<file path="src/rtl/iob_gray_fifo_ctrl.sv">
// ---------------------------------------------------------------------------
// iob_gray_fifo_ctrl
//   Single-clock FIFO pointer/flag controller for an external 2^ADDR_W-entry
//   dual-port RAM. Keeps (ADDR_W+1)-bit write/read pointers in binary and
//   Gray form (Gray copies exported for later CDC reuse) and derives
//   full/empty/level plus the RAM write/read strobes and addresses.
//
//   Optional feature macro: IOB_GRAY_FIFO_CTRL_ERR_EN
//     adds sticky overflow/underflow flags (err_clr_i, w_err_o, r_err_o).
//
// Ports
//   clk_i, cke_i, rst_i       clock, clock enable, sync active-high reset
//   w_en_i, r_en_i            write / read requests
//   w_full_o, r_empty_o       registered flags
//   level_o                   occupancy 0..2^ADDR_W
//   ext_mem_w_en_o/_w_addr_o  RAM write strobe (accepted write) and address
//   ext_mem_r_en_o/_r_addr_o  RAM read strobe (accepted read) and address
//   w_ptr_gray_o, r_ptr_gray_o registered Gray pointers
// ---------------------------------------------------------------------------
module iob_gray_fifo_ctrl #(
    parameter int ADDR_W = 4
) (
    input  logic              clk_i,
    input  logic              cke_i,
    input  logic              rst_i,
    input  logic              w_en_i,
    input  logic              r_en_i,
`ifdef IOB_GRAY_FIFO_CTRL_ERR_EN
    input  logic              err_clr_i,
    output logic              w_err_o,
    output logic              r_err_o,
`endif
    output logic              w_full_o,
    output logic              r_empty_o,
    output logic [ADDR_W:0]   level_o,
    output logic              ext_mem_w_en_o,
    output logic [ADDR_W-1:0] ext_mem_w_addr_o,
    output logic              ext_mem_r_en_o,
    output logic [ADDR_W-1:0] ext_mem_r_addr_o,
    output logic [ADDR_W:0]   w_ptr_gray_o,
    output logic [ADDR_W:0]   r_ptr_gray_o
);

    // Full when the Gray pointers differ in exactly the top two bits.
    // For ADDR_W=1 this pattern is 2'b11 and covers the whole pointer.
    localparam logic [ADDR_W:0] FULL_XOR = (ADDR_W+1)'(3) << (ADDR_W-1);

    logic [ADDR_W:0] w_bin_q,  w_bin_d,  r_bin_q,  r_bin_d;
    logic [ADDR_W:0] w_gray_q, w_gray_d, r_gray_q, r_gray_d;
    logic [ADDR_W:0] level_q,  level_d;
    logic            full_q,   full_d,   empty_q,  empty_d;

    logic            w_acc, r_acc;
    logic [ADDR_W:0] w_bin_nxt, r_bin_nxt, w_gray_nxt, r_gray_nxt;

    always_comb begin
        w_acc      = w_en_i & ~full_q;
        r_acc      = r_en_i & ~empty_q;
        w_bin_nxt  = w_bin_q + {{ADDR_W{1'b0}}, w_acc};
        r_bin_nxt  = r_bin_q + {{ADDR_W{1'b0}}, r_acc};
        w_gray_nxt = w_bin_nxt ^ (w_bin_nxt >> 1);
        r_gray_nxt = r_bin_nxt ^ (r_bin_nxt >> 1);

        w_bin_d  = w_bin_nxt;
        r_bin_d  = r_bin_nxt;
        w_gray_d = w_gray_nxt;
        r_gray_d = r_gray_nxt;
        empty_d  = (r_gray_nxt == w_gray_nxt);
        full_d   = ((w_gray_nxt ^ r_gray_nxt) == FULL_XOR);
        level_d  = w_bin_nxt - r_bin_nxt;

        // Reset overrides state only; the strobes above still follow inputs.
        if (rst_i) begin
            w_bin_d  = '0;
            r_bin_d  = '0;
            w_gray_d = '0;
            r_gray_d = '0;
            empty_d  = 1'b1;
            full_d   = 1'b0;
            level_d  = '0;
        end
    end

    always_ff @(posedge clk_i) begin
        if (cke_i) begin
            w_bin_q  <= w_bin_d;
            r_bin_q  <= r_bin_d;
            w_gray_q <= w_gray_d;
            r_gray_q <= r_gray_d;
            empty_q  <= empty_d;
            full_q   <= full_d;
            level_q  <= level_d;
        end
    end

`ifdef IOB_GRAY_FIFO_CTRL_ERR_EN
    logic w_err_q, w_err_d, r_err_q, r_err_d;

    // Sticky; a new violation wins over a same-cycle clear, reset wins over all.
    always_comb begin
        w_err_d = w_err_q;
        r_err_d = r_err_q;
        if (err_clr_i) begin
            w_err_d = 1'b0;
            r_err_d = 1'b0;
        end
        if (w_en_i & full_q)  w_err_d = 1'b1;
        if (r_en_i & empty_q) r_err_d = 1'b1;
        if (rst_i) begin
            w_err_d = 1'b0;
            r_err_d = 1'b0;
        end
    end

    always_ff @(posedge clk_i) begin
        if (cke_i) begin
            w_err_q <= w_err_d;
            r_err_q <= r_err_d;
        end
    end

    assign w_err_o = w_err_q;
    assign r_err_o = r_err_q;
`endif

    assign w_full_o         = full_q;
    assign r_empty_o        = empty_q;
    assign level_o          = level_q;
    assign ext_mem_w_en_o   = w_acc;
    assign ext_mem_r_en_o   = r_acc;
    assign ext_mem_w_addr_o = w_bin_q[ADDR_W-1:0];
    assign ext_mem_r_addr_o = r_bin_q[ADDR_W-1:0];
    assign w_ptr_gray_o     = w_gray_q;
    assign r_ptr_gray_o     = r_gray_q;

endmodule

</file>
<file path="config.mk">
export PLATFORM = sky130hd
export DESIGN_NAME = iob_gray_fifo_ctrl
export DESIGN_NICKNAME = d
export VERILOG_FILES = /design/src/rtl/iob_gray_fifo_ctrl.sv
export SDC_FILE = /design/constraint.sdc
export NUM_CORES = 1
export LEC_CHECK = 0
export BUFFER_PORTS_ARGS = -buffer_cell sky130_fd_sc_hd__buf_2
export CAP_MARGIN = 5
export CORE_MARGIN = 2
export CORE_UTILIZATION = 52
export DETAILED_ROUTE_END_ITERATION = 8
export PLACE_DENSITY_LB_ADDON = 0.3
export SLEW_MARGIN = 30
export SYNTH_ARGS = -nofsm -noshare
export SYNTH_HDL_FRONTEND = slang
export SYNTH_SLANG_ARGS = --single-unit
</file>
<file path="constraint.sdc">
create_clock -name clk_i -period 2.95 [get_ports clk_i]
set_input_delay 0.295 -clock clk_i [delete_from_list [all_inputs] [get_ports clk_i]]
set_output_delay 0.295 -clock clk_i [all_outputs]
set_load 0.005 [all_outputs]
</file>
==> results.md <==
* Outcome: complete, no violations
* # placed instances at 160
* Syn-to-layout area delta at 16.99%
* H-tree depth at 1
* Rows at 17
* Largest net degree at the start of global routing at 26
* Routed wire length at about 2300 um
* Clk pin slew, worst setup/hold paths at between 0.1 and 0.15 ns
* CTS-repair resized insts at 0
* CTS max path bufs at 2
* Syn_nets at 115
* DIE AREA at 0.002861 mm2
* Nets at about 150
* Final setup vio count at 0
* Starting density of the core at 0.5649
* Peak supply drop at between 0.0003 and 0.0004 V
* Final Slew Violations at 0
* # diodes at 0
* CP Launch Type: flop
* Syn_area_per_cell at around 12 um2
* Fin cells at ~160
* Worst setup EP type: flop
* Die X-Extent at 53.49 um
* Fraction of layout cells with a size suffix above 1 at 0.2941
* Core area at approximately 0.0023 mm2
* Minimum clock period after layout at 2.703 ns
* Drc violations at 0
* Most frequent cells in the layout: buf_2, edfxtp_1, nor2_1
* WL/cell at ~14 um
* Initial antenna violation count at 0
* Setup slack after layout at about 0.25 ns
* Buffer type at the clock tree root: clkbuf_4
* Power Dens Cells at ~520 mW/mm2
* Post-DRT Antenna Nets at 0
* Pre-CTS setup slack at around 0.17 ns
* Global route overflow at 0
* Vias/cell at around 5.2
* Post-route design area at ~0.0015 mm2
* Fin crit share at 0.9164
* Vias in the first global route at 803
* Cells after Synth at 103
* Max-cap check violation count at 0
* Post-CTS Setup Bufs at 0
* Worst slew pin tran at 0.5544 ns
* Worst r2r path cells at 8
* TritonCTS Buffers at 3
* First-pass GRT wire length at 3629 um
* Top-level I/O count at 32
* Worst EP arrival at around 2.8 ns
* Die Height at roughly 53 um
* I/O Buffers at 31
* Total Power at about 0.78 mW
* Clock skew at approximately 0.0032 ns
* CP Class: reg -> reg
* Detailed-placement wirelength estimate at 1674 um
* Worst Path Max Fanout at 4
* Drt pass-1 iters at 4
* Clk sinks at 25
* Final GP Congestion at about 0.83
* Via count at between 800 and 900
* Commonest non-fill, non-tap cell in the layout: buf_2
* Register area share after synthesis at 0.5894
* Hold WS at between 0.4 and 0.5 ns
* Flops & latches, synth at 25
* GRT Util Overall at 0.1881
* Max Freq at between 300 and 400 MHz
* Rel. slew slack at 0.6291
* Unrepaired setup endpoints after global routing: no
* CTS tree: built
* CTS hold repair buffers at 0
* Clock latency on the worst-skew pair at ~0.32 ns
* Hold Path Depth at 2
* Synth warn at 0
* Mapped cell area at about 0.0013 mm2
* Final hold violation count at 0
* Count of cell types in the netlist at 18
* Placement Cell Area at about 0.0015 mm2
* WP data required at slightly above 3 ns
* Fin util at 0.6609
* Setup TNS at 0 ns
* Static leakage at between 0.6 and 0.7 nW
* Min-delay worst type: in -> reg
* Starting DRT DRC Count at 9
[kinds of logic (layout without fill, tap and decap cells)]
family          after synthesis  after routing  synth area share
simple gates                 37             37            0.1248
flops                        25             25            0.5894
xor+xnor                     21             21            0.1503
fa+ha+maj                    10             10            0.1002
buf+inv                       7             40           0.02062
compound gates                3              3           0.01474
[state kept, by name, summed over array words and instances, names as in the netlist]
register / flops
level_o: 5
r_bin_q: 5
w_bin_q: 5
r_ptr_gray_o: 4
w_ptr_gray_o: 4
r_empty_o: 1
w_full_o: 1
[layer usage]
metal  vias up  wire length [um]  GRT usage
li1        422                 -          -
met5         -                 0          0
met2        29              1105     0.2860
met3         8               121    0.04520
met1       392               968     0.2328
met4         0                57     0.1325
[cells in the mapped netlist]
cell type | count | share of area
a21oi_1 | 2 | 0.0079
a31o_2 | 1 | 0.0069
and2_1 | 1 | 0.0049
clkbuf_1 | 3 | 0.0088
edfxtp_1 | 25 | 0.59
fa_1 | 1 | 0.016
ha_1 | 6 | 0.059
inv_1 | 4 | 0.012
maj3_1 | 1 | 0.0079
maj3_2 | 2 | 0.018
nand2_1 | 3 | 0.0088
nand3_1 | 4 | 0.016
nor2_1 | 22 | 0.065
nor2b_1 | 3 | 0.015
nor3_1 | 4 | 0.016
xnor2_1 | 11 | 0.076
xnor2_2 | 1 | 0.013
xor2_1 | 9 | 0.062
[final timing paths]
kind                            start                       end  slack, ns
max reg2reg  w_bin_q[0]$_SDFFCE_PP0P_  level_o[4]$_SDFFCE_PP0P_       0.25
min reg2reg  r_bin_q[4]$_SDFFCE_PP0P_  r_bin_q[4]$_SDFFCE_PP0P_       0.71
max          w_bin_q[0]$_SDFFCE_PP0P_  level_o[4]$_SDFFCE_PP0P_       0.25
min                             rst_i  r_bin_q[1]$_SDFFCE_PP0P_       0.45
[power breakdown]
group	internal, mW	total, mW	switching [mW]
registers	0.430	0.444	0.0133
clock network	0.0519	0.159	0.107
logic	0.0807	0.178	0.0975
total	0.563	0.781	0.218
[worst max-delay path, cell delays in order, from the launching register on]
cell,delay [ns]
edfxtp_1,0.43
ha_1,0.25
ha_1,0.39
inv_1,0.12
fa_1,0.42
maj3_2,0.33
maj3_2,0.31
xor2_1,0.16
nor2_1,0.05
[area by class of cell]
class                      count  area [um2]
timing repair buffer          32       162.7
sequential                    25       750.7
fill                         184       764.5
tap                           28       35.03
clock buffer                   3       22.52
clock inverter                 1       7.507
multi-input combinational     71       496.7
inverter                       4       15.01
Power figures use the tool's default switching activity.
